===== config.mk =====
export PLATFORM = sky130hd
export DESIGN_NAME = menu_overlay_flat
export DESIGN_NICKNAME = d
export VERILOG_FILES = /design/src/rtl/menu_overlay_if.sv /design/src/rtl/menu_overlay.sv /design/src/flat_wrapper.sv
export SDC_FILE = /design/constraint.sdc
export NUM_CORES = 2
export LEC_CHECK = 0
export ABC_CLOCK_PERIOD_IN_PS = 4150
export BUFFER_PORTS_ARGS = -buffer_cell sky130_fd_sc_hd__buf_2
export CORE_ASPECT_RATIO = 0.7
export CORE_MARGIN = 1
export CORE_UTILIZATION = 55
export DETAILED_ROUTE_END_ITERATION = 8
export HOLD_SLACK_MARGIN = 0.15
export PLACE_DENSITY = 0.71
export SLEW_MARGIN = 20
export SYNTH_ARGS = -nofsm -noshare
export SYNTH_HDL_FRONTEND = slang
export SYNTH_SLANG_ARGS = --single-unit

===== constraint.sdc =====
create_clock -name clk -period 4.15 [get_ports clk]
set_clock_uncertainty 0.05 [all_clocks]
set_input_delay 0.83 -clock clk [delete_from_list [all_inputs] [get_ports clk]]
set_output_delay 0.83 -clock clk [all_outputs]
set_load 0.02 [all_outputs]

===== src/rtl/menu_overlay_if.sv =====
// menu_overlay_if: pixel, font, button and buffer-write signals of the menu overlay
interface menu_overlay_if #(parameter int IW = 4, parameter int CW = 4);
  logic [9:0]    x, y;
  logic          btn_up, btn_down, btn_sel;
  logic [IW:0]   n_valid;
  logic          wr_en;
  logic [IW-1:0] wr_row;
  logic [CW-1:0] wr_col;
  logic [7:0]    wr_ch;
  logic [11:0]   font_addr;
  logic [7:0]    font_data;
  logic [23:0]   color;
  logic [IW-1:0] sel, top, chosen_index;
  logic          chosen_valid;
  modport master (
    output x, y, btn_up, btn_down, btn_sel, n_valid, wr_en, wr_row, wr_col, wr_ch, font_data,
    input  font_addr, color, sel, top, chosen_index, chosen_valid
  );
  modport slave (
    input  x, y, btn_up, btn_down, btn_sel, n_valid, wr_en, wr_row, wr_col, wr_ch, font_data,
    output font_addr, color, sel, top, chosen_index, chosen_valid
  );
endinterface


===== src/rtl/menu_overlay.sv =====
// menu_overlay: scrolling text-menu renderer with title, highlighted selection and button navigation
module menu_overlay #(
  parameter int N_ITEMS = 16,
  parameter int ITEM_CHARS = 16,
  parameter int VIS_ROWS = 8,
  parameter int TITLE_LEN = 9,
  parameter logic [8*TITLE_LEN-1:0] TITLE = "Game Menu",
  parameter int TITLE_ROW = 5,
  parameter int TITLE_COL = 34,
  parameter int MENU_ROW = 8,
  parameter int MENU_COL = 32,
  parameter logic [23:0] FG = 24'hffffff,
  parameter logic [23:0] HL = 24'hffff00,
  parameter logic [23:0] BG = 24'h000000
) (
  input logic clk,
  input logic reset,
  menu_overlay_if.slave bus
);
  localparam int IW = $clog2(N_ITEMS);
  localparam int CW = $clog2(ITEM_CHARS);
  localparam logic [IW:0] VR = (IW+1)'(VIS_ROWS);
  logic [7:0] mem_q [N_ITEMS][ITEM_CHARS];
  logic [IW-1:0] sel_q, sel_d, top_q, top_d, chosen_index_q, chosen_index_d;
  logic chosen_valid_q, chosen_valid_d;
  logic [11:0] font_addr_q, font_addr_d;
  logic vis1_q, vis1_d, hl1_q, hl1_d, vis2_q, hl2_q;
  logic [2:0] bi1_q, bi1_d, bi2_q;
  logic [23:0] color_q, color_d;
  int c, r, it, ti;
  logic in_title, in_item;
  logic [7:0] ch;
  logic [IW:0] n, s, t, tmax, ns, nt;
  always_ff @(posedge clk) if (bus.wr_en) mem_q[bus.wr_row][bus.wr_col] <= bus.wr_ch;
  // Stage 1: cell decode and character lookup; buffer read is combinational so a same-cycle write shows the old char
  always_comb begin
    c = int'(bus.x[9:3]);
    r = int'(bus.y[9:4]);
    ti = c - TITLE_COL;
    it = int'(top_q) + r - MENU_ROW;
    in_title = r == TITLE_ROW && ti >= 0 && ti < TITLE_LEN;
    in_item = r >= MENU_ROW && r < MENU_ROW + VIS_ROWS && c >= MENU_COL && c < MENU_COL + ITEM_CHARS;
    ch = in_title ? TITLE[8*(TITLE_LEN-1-ti) +: 8] : mem_q[IW'(it)][CW'(c - MENU_COL)];
    vis1_d = in_title || (in_item && it < int'(bus.n_valid));
    font_addr_d = vis1_d ? {ch, bus.y[3:0]} : '0;
    hl1_d = in_item && it == int'(sel_q);
    bi1_d = 3'd7 - bus.x[2:0];
    color_d = vis2_q && bus.font_data[bi2_q] ? (hl2_q ? HL : FG) : BG;
  end
  always_comb begin
    n = bus.n_valid;
    s = {1'b0, sel_q};
    t = {1'b0, top_q};
    tmax = n > VR ? n - VR : '0;
    ns = s;
    nt = t;
    chosen_valid_d = 1'b0;
    if (n == '0) begin
      ns = '0;
      nt = '0;
    end else if (n <= s) begin
      ns = n - 1'b1;
      nt = tmax;
    end else begin
      chosen_valid_d = bus.btn_sel;
      if (bus.btn_down && !bus.btn_up) begin
        ns = s == n - 1'b1 ? '0 : s + 1'b1;
        nt = s == n - 1'b1 ? '0 : (s + 1'b1 >= t + VR ? s + 1'b1 + 1'b1 - VR : t);
      end else if (bus.btn_up && !bus.btn_down) begin
        ns = s == '0 ? n - 1'b1 : s - 1'b1;
        nt = s == '0 ? tmax : (s - 1'b1 < t ? s - 1'b1 : t);
      end
    end
    sel_d = ns[IW-1:0];
    top_d = nt[IW-1:0];
    chosen_index_d = chosen_valid_d ? sel_q : chosen_index_q;
  end
  always_ff @(posedge clk or posedge reset) begin
    if (reset) begin
      sel_q <= '0;
      top_q <= '0;
      chosen_valid_q <= 1'b0;
      chosen_index_q <= '0;
      font_addr_q <= '0;
      vis1_q <= 1'b0;
      hl1_q <= 1'b0;
      bi1_q <= '0;
      vis2_q <= 1'b0;
      hl2_q <= 1'b0;
      bi2_q <= '0;
      color_q <= BG;
    end else begin
      sel_q <= sel_d;
      top_q <= top_d;
      chosen_valid_q <= chosen_valid_d;
      chosen_index_q <= chosen_index_d;
      font_addr_q <= font_addr_d;
      vis1_q <= vis1_d;
      hl1_q <= hl1_d;
      bi1_q <= bi1_d;
      vis2_q <= vis1_q;
      hl2_q <= hl1_q;
      bi2_q <= bi1_q;
      color_q <= color_d;
    end
  end
  assign bus.font_addr = font_addr_q;
  assign bus.color = color_q;
  assign bus.sel = sel_q;
  assign bus.top = top_q;
  assign bus.chosen_valid = chosen_valid_q;
  assign bus.chosen_index = chosen_index_q;
endmodule

===== src/flat_wrapper.sv =====
// flat-port wrapper written by rule: the top's interface ports become plain ports
module menu_overlay_flat 
#(
  parameter int N_ITEMS = 16,
  parameter int ITEM_CHARS = 16,
  parameter int VIS_ROWS = 8,
  parameter int TITLE_LEN = 9,
  parameter logic [8*TITLE_LEN-1:0] TITLE = "         ",
  parameter int TITLE_ROW = 5,
  parameter int TITLE_COL = 34,
  parameter int MENU_ROW = 8,
  parameter int MENU_COL = 32,
  parameter logic [23:0] FG = 24'hffffff,
  parameter logic [23:0] HL = 24'hffff00,
  parameter logic [23:0] BG = 24'h000000
)
  (clk, reset, bus_x, bus_y, bus_btn_up, bus_btn_down, bus_btn_sel, bus_n_valid, bus_wr_en, bus_wr_row, bus_wr_col, bus_wr_ch, bus_font_data, bus_font_addr, bus_color, bus_sel, bus_top, bus_chosen_index, bus_chosen_valid);
  menu_overlay_if bus_i ();
  input logic clk;
  input logic reset;
  input wire logic [$bits(bus_i.x)-1:0] bus_x;
  input wire logic [$bits(bus_i.y)-1:0] bus_y;
  input wire logic [$bits(bus_i.btn_up)-1:0] bus_btn_up;
  input wire logic [$bits(bus_i.btn_down)-1:0] bus_btn_down;
  input wire logic [$bits(bus_i.btn_sel)-1:0] bus_btn_sel;
  input wire logic [$bits(bus_i.n_valid)-1:0] bus_n_valid;
  input wire logic [$bits(bus_i.wr_en)-1:0] bus_wr_en;
  input wire logic [$bits(bus_i.wr_row)-1:0] bus_wr_row;
  input wire logic [$bits(bus_i.wr_col)-1:0] bus_wr_col;
  input wire logic [$bits(bus_i.wr_ch)-1:0] bus_wr_ch;
  input wire logic [$bits(bus_i.font_data)-1:0] bus_font_data;
  output wire logic [$bits(bus_i.font_addr)-1:0] bus_font_addr;
  output wire logic [$bits(bus_i.color)-1:0] bus_color;
  output wire logic [$bits(bus_i.sel)-1:0] bus_sel;
  output wire logic [$bits(bus_i.top)-1:0] bus_top;
  output wire logic [$bits(bus_i.chosen_index)-1:0] bus_chosen_index;
  output wire logic [$bits(bus_i.chosen_valid)-1:0] bus_chosen_valid;
  assign bus_i.x = bus_x;
  assign bus_i.y = bus_y;
  assign bus_i.btn_up = bus_btn_up;
  assign bus_i.btn_down = bus_btn_down;
  assign bus_i.btn_sel = bus_btn_sel;
  assign bus_i.n_valid = bus_n_valid;
  assign bus_i.wr_en = bus_wr_en;
  assign bus_i.wr_row = bus_wr_row;
  assign bus_i.wr_col = bus_wr_col;
  assign bus_i.wr_ch = bus_wr_ch;
  assign bus_i.font_data = bus_font_data;
  assign bus_font_addr = bus_i.font_addr;
  assign bus_color = bus_i.color;
  assign bus_sel = bus_i.sel;
  assign bus_top = bus_i.top;
  assign bus_chosen_index = bus_i.chosen_index;
  assign bus_chosen_valid = bus_i.chosen_valid;
  menu_overlay #(.N_ITEMS(N_ITEMS), .ITEM_CHARS(ITEM_CHARS), .VIS_ROWS(VIS_ROWS), .TITLE_LEN(TITLE_LEN), .TITLE(TITLE), .TITLE_ROW(TITLE_ROW), .TITLE_COL(TITLE_COL), .MENU_ROW(MENU_ROW), .MENU_COL(MENU_COL), .FG(FG), .HL(HL), .BG(BG)) u_core (.clk(clk), .reset(reset), .bus(bus_i));
endmodule

# [Word level (Yosys, flattened, before mapping)]
# Memory sizes are Yosys's and may differ from the RTL's.
# Cells that the tools add are included.
[word_totals] n_memories=1 latchBits=0 register_bits=59 input_bits=55 out_inout_bits=49 ram_bits=2048 mem_bits_ro=0 wordCells=97
[op_classes] order_cmp=15 bitwise=2 muxes=30 addsub=13 div=0 n_eq_ne=4 n_shift=1 reduce_logical=19 mul=0
[memory_table] name="u_core.mem_q" depth=16 word_bits=128 read_ports=1 rd_ports_with_merged_regs=0 write_ports=1 line_no="menu_overlay.sv:23" source="logic [7:0] mem_q [N_ITEMS][ITEM_CHARS];"
[ops] op="$mux 128" count=1
[ops] op="$shiftx 72x32->8 const A" count=1
[ops] op="$mux 4" count=15
[ops] op="$mux 8" count=5
[ops] op="$bmux 8 s4" count=1
[ops] op="$demux 8 s4" count=1
[ops] op="$eq 32x5->1" count=1
[ops] op="$lt 32x6->1" count=1
[ops] op="$sub 32x5->32 const B" count=1
[ops] op="$mux 24" count=1
[ops] op="$mux 12" count=1
[ops] op="$logic_and 1x1->1" count=11
[ops] op="$sub 5x8->9 const A" count=1
[ops] op="$ge 8x1->1 const B" count=1
[ops] op="$lt 8x5->1 const B" count=1
[ops] op="$sub 4x4->4 const B" count=2
[ops] op="$sub 7x6->8 const B" count=1
[ops] op="$add 4x6->7" count=1
[ops] op="$ge 7x6->1 const B" count=1
[ops] op="$lt 7x6->1 const B" count=1
[ops] op="$eq 6x4->1 const B" count=1
[ops] op="$ge 6x4->1 const B" count=1
[ops] op="$lt 6x5->1 const B" count=1
[ops] op="$add 4x1->5 const B" count=1
[ops] op="other kinds (27)" count=31

# [Longest topological paths before layout]
[depth] word_depth=8 mapped_depth=14 depth_no_buf=14

# [Worst setup path after synthesis]
# OpenSTA, ideal clock, no wires.
[synth_timing] kind="input port to flip-flop" from="in bus_y[6]" to="reg u_core.font_addr_q[0] (netlist: u_core.bus.font_addr[0])" n_path_buf=2 setup_time_ps=119 required_time_ps=3981 path_stages=14 t_arrival_ps=3633 setup_slack_ps=348 path_cell_list="ha_1 -> and3_1 -> o21a_1 -> nor2_1 -> buf_2 -> buf_2 -> clkinv_1 -> ha_1 -> inv_1 -> ha_1 -> nand2b_1 -> o22a_1 -> a21bo_2 -> and2_1"
[synth_via] elab_chain_len=7 elab_cells_between_ends=14 cone_classes="add/sub: 2; order compare: 3; eq/ne: 1; mux: 1; reduce/logical: 7"
[synth_lines] element="start: declaration" line_no="flat_wrapper.sv:22" source="input wire logic [$bits(bus_i.y)-1:0] bus_y;"
[synth_lines] element="branches (longest 5 deep; another with $sub 32x5->32)"
[synth_lines] element="$logic_or 1x1->1 (*)" line_no="menu_overlay.sv:44" source="vis1_d = in_title || (in_item && it < int'(bus.n_valid));"
[synth_lines] element="net u_core.vis1_d" line_no="menu_overlay.sv:27" source="logic vis1_q, vis1_d, hl1_q, hl1_d, vis2_q, hl2_q;"
[synth_lines] element="$mux 12 (*)" line_no="menu_overlay.sv:45" source="font_addr_d = vis1_d ? {ch, bus.y[3:0]} : '0;"
[synth_lines] element="net u_core.font_addr_d[0]" line_no="menu_overlay.sv:26" source="logic [11:0] font_addr_q, font_addr_d;"
[synth_lines] element="end signal: assignment" line_no="menu_overlay.sv:97" source="font_addr_q <= font_addr_d;"
[synth_lines] element="end: declaration" line_no="menu_overlay.sv:26"
# Mark *: on every way through the listed nets, which the timed path passes.
# A chain may end at the register's enable or synchronous reset.

# [Worst setup path in the final report]
[layout_timing] from="reg u_core.top_q[0] (netlist: u_core.bus.top[0])" to="reg u_core.font_addr_q[10] (netlist: u_core.bus.font_addr[10])"
[layout_via] elab_chain_len=8 elab_cells_between_ends=11 cone_classes="add/sub: 2; order compare: 1; mux: 5; reduce/logical: 2; memory: 1"
[layout_lines] element="start: declaration" line_no="menu_overlay.sv:24" source="logic [IW-1:0] sel_q, sel_d, top_q, top_d, chosen_index_q, chosen_index_d;"
[layout_lines] element="start signal: assignment" line_no="menu_overlay.sv:94" source="top_q <= top_d;"
[layout_lines] element="$add 4x6->7 (*)" line_no="menu_overlay.sv:40" source="it = int'(top_q) + r - MENU_ROW;"
[layout_lines] element="$sub 32x5->32 (*)" line_no="menu_overlay.sv:40"
[layout_lines] element="$mem_v2 16x128"
[layout_lines] element="$bmux 8 s4" line_no="menu_overlay.sv:43" source="ch = in_title ? TITLE[8*(TITLE_LEN-1-ti) +: 8] : mem_q[IW'(it)][CW'(c - MENU_COL)];"
[layout_lines] element="$mux 8 (implied by the code) (2 in a row)" line_no="menu_overlay.sv:43"
[layout_lines] element="$mux 8" line_no="menu_overlay.sv:43"
[layout_lines] element="$mux 12 (*)" line_no="menu_overlay.sv:45"
[layout_lines] element="net u_core.font_addr_d[10]" line_no="menu_overlay.sv:26"
# The timed path passes the listed nets; every way through them passes the cells marked *. The select of a mux whose other input is x is not followed.

==> results.txt <==
DP HPWL = 127000 um
Die area = 151000 um^2
Post-DP Area = 88000 um^2
Internal Pwr Total = 44.1 mW
Core ar. = 148000 um^2
HP Start = bus_n_valid[0]
Predominant post-synthesis flop cell = edfxtp_1
Post-CTS Setup Inserts = 0
Largest net degree at the start of global routing = 146
VDD IR max = 574 uV
Synth Register Bits = 2085
XOR/XNOR Fraction of Synth Area = 0.00224
Final Cell Area = 94100 um^2
Critical register-to-register path startpoint = u_core.bus.top[0]
Unrepaired setup endpoints after global routing = no
FFs w/ async S/R, synth = 0.0177
Fin crit period = 4.06 ns
Synth Area in Simple Gates = 0.0231
Dpl ws = -0.370 ns
CTS tree = yes
Slew Viols, Final = 0
Synth Area in Compound Gates = 0.0115
GP Congestion = 0.890
Synth Instances = 3700
Library cells used by synthesis = 60
Area grow syn2layout = 14.5%
Post-Synth Adder-Cell Area = 0.00527
Avg WL per Cell = 31.6 um
CP Max Fanout = 37
Initial Utilization = 0.555
Number of global-route vias before repair = 39973
Root Driver = clkbuf_16
Commonest non-fill, non-tap cell in the layout = edfxtp_1
Crit path from = u_core.bus.top[0]
Largest cells by area after synthesis = edfxtp_1, mux4_2, nor2_1, mux2i_1, dfrtp_1
Initial antenna violation count = 12
Total gr overflow = 0
Clock H-tree levels = 4
Via count = 41216
Fin crit share = 0.979
Status = finished, violations left
Clock share of power = 0.264
# rows = 118
Hold Fails Final Rpt = 0
Part of the power in combinational logic = 0.374
DRT iter0 DRCs = 5911
Routed vias/inst = 6.50
Post-Layout Cell Count = 6343
Final WS setup = 0.0874 ns
Chip height = 325 um
Seq/Total Area, Yosys = 0.760
# DRC = 74
Worst Path Arrival = 4.70 ns
Setup TNS Final = 0 ns
Leak = 30.6 nW
Layout cell share with drive strength beyond 1 = 0.330
First-pass GRT wire length = 288000 um
Power Density = 685 nW/um^2
WL final = 200000 um
CP Data Required Time = 4.79 ns
Slew Limit Headroom = 0.277
Max-Cap Viols = 0
Max clock buf depth = 3
Endpoint type of the worst setup path = flop
Port bufs = 103
Hold Crit Class = input port to flop
Largest family of logic cells by synthesized area = multiplexers
Post-synth EDFFs = 2048
Leading area contributor after synthesis = edfxtp_1
Mapped cell area = 82200 um^2
Layout Nets = 4293
Total power = 64.4 mW
Net Sw Power = 20.3 mW
Ports = 104
Synth top area share = 0.748
Sequential share of power = 0.362
Clock sink count = 2085
Most frequent cells in the layout = edfxtp_1, mux4_2, buf_4, nor2_1, clkbuf_16
CTS clock-pin slew for the worst setup and hold paths = 0.06 ns
TritonCTS buffer count = 186
WS Path Type = flop to flop
Startpoint class of the critical path = flop
Post-layout util = 0.635
Sw Share = 0.315
Post-synthesis mux area share = 0.183
Post-DRT Antenna Nets = 0
Actual slew at the worst max-slew pin = 1.07 ns
Final Setup Violations = 0
Mean Syn Cell Area = 22.2 um^2
Syn_nets = 3789
Inst Count DP = 5987
Die width = 464 um
Total of warnings raised by yosys = 0
Clk_lat worst skew = 0.85 ns
All-Layer GR Usage = 0.268
Failing checks = DRC
DR pass1 iterations = 8
Fmax = 246 MHz
Final hold slack = 0.292 ns
[what timing repair did]
action,CTS,global route
setup endpoints to repair,0,2
resized for setup,0,2
endpoints found under the hold margin,44,0
hold buffers,8,0
[path summary, 6_finish.rpt]
kind | end | slack [ns] | cells after the start
setup / recovery | u_core.bus.font_addr[10] | 0.09 | 11
hold / removal | u_core.bus.top[0] | 0.29 | 3
setup reg to reg | u_core.bus.font_addr[10] | 0.09 | 11
hold reg to reg | u_core.bi2_q[0] | 0.30 | 0
max in group asynchronous | u_core.bus.font_addr[4] | 2.79 | 3
min in group asynchronous | u_core.bi1_q[2] | 0.69 | 3
[final cells by class]
class,count,area (um^2)
Clock buffer,230,4840
Timing Repair Buffer,535,4520
Multi-Input combinational cell,1367,18600
Fill cell,9658,54000
Inverter,29,116
Clock inverter,113,1130
Tap cell,1980,2480
Sequential cell,2085,62400
Antenna cell,4,10.0
[Yosys cell counts (all sizes together), types with 10 or more instances]
cell,count
clkbuf,72
buf,147
ha,33
nor2,304
o22ai,13
nor2b,15
nand3,22
mux2i,101
a21oi,14
inv,27
dfrtp,37
o21ai,19
xnor2,12
nand2,73
a22o,15
mux4,620
edfxtp,2048
a21o,10
[power by group through the flow]
stage               Clock [mW]  Sequential, mW  Combinational [mW]
floorplan                    0            23.8                14.9
global placement             0            23.8                23.8
detailed placement           0            23.8                23.9
CTS                       17.2            23.3                24.1
global route              18.0            23.3                25.2
finish                    17.0            23.3                24.1
[worst max-delay path: stages, from the launching register on]
cell and delay (ns):
dfrtp_1 0.46, ha_4 0.21, fa_4 0.84, buf_12 0.24, buf_12 0.27, mux4_2 0.36, mux2i_1 0.34, mux4_2 0.41
o22ai_1 0.12, buf_4 0.16, nor2_1 0.22, a221oi_1 0.14
[registers in the layout (all words and copies together), names as in the netlist]
name,cells
u_core.bus.color,2
u_core.hl2_q,1
u_core.bus.font_addr,12
u_core.bi2_q,3
u_core.vis2_q,1
u_core.mem_q,2048
u_core.bus.top,4
u_core.bi1_q,3
u_core.vis1_q,1
u_core.hl1_q,1
u_core.bus.sel,4
u_core.bus.chosen_valid,1
u_core.bus.chosen_index,4
[kinds of logic (layout without fill, tap and decap cells)]
family | after synthesis | after routing
DFF | 2085 | 2085
AOI/OAI and AO/OA | 130 | 130
and+or+nand+nor | 457 | 457
muxes | 725 | 725
other | 0 | 4
adders and majority gates | 34 | 34
xor gates and xnor gates | 21 | 21
buffers and inverters | 248 | 907
[routing by layer]
metal | vias to the layer above | global-route usage | part of all wire
li1 | 16508 | - | -
met1 | 21804 | 0.419 | 0.41
met2 | 2615 | 0.383 | 0.45
met3 | 289 | 0.0644 | 0.12
met4 | 0 | 0.0685 | 0.023
met5 | - | 0 | 0
(Power assumes the default switching activity.)
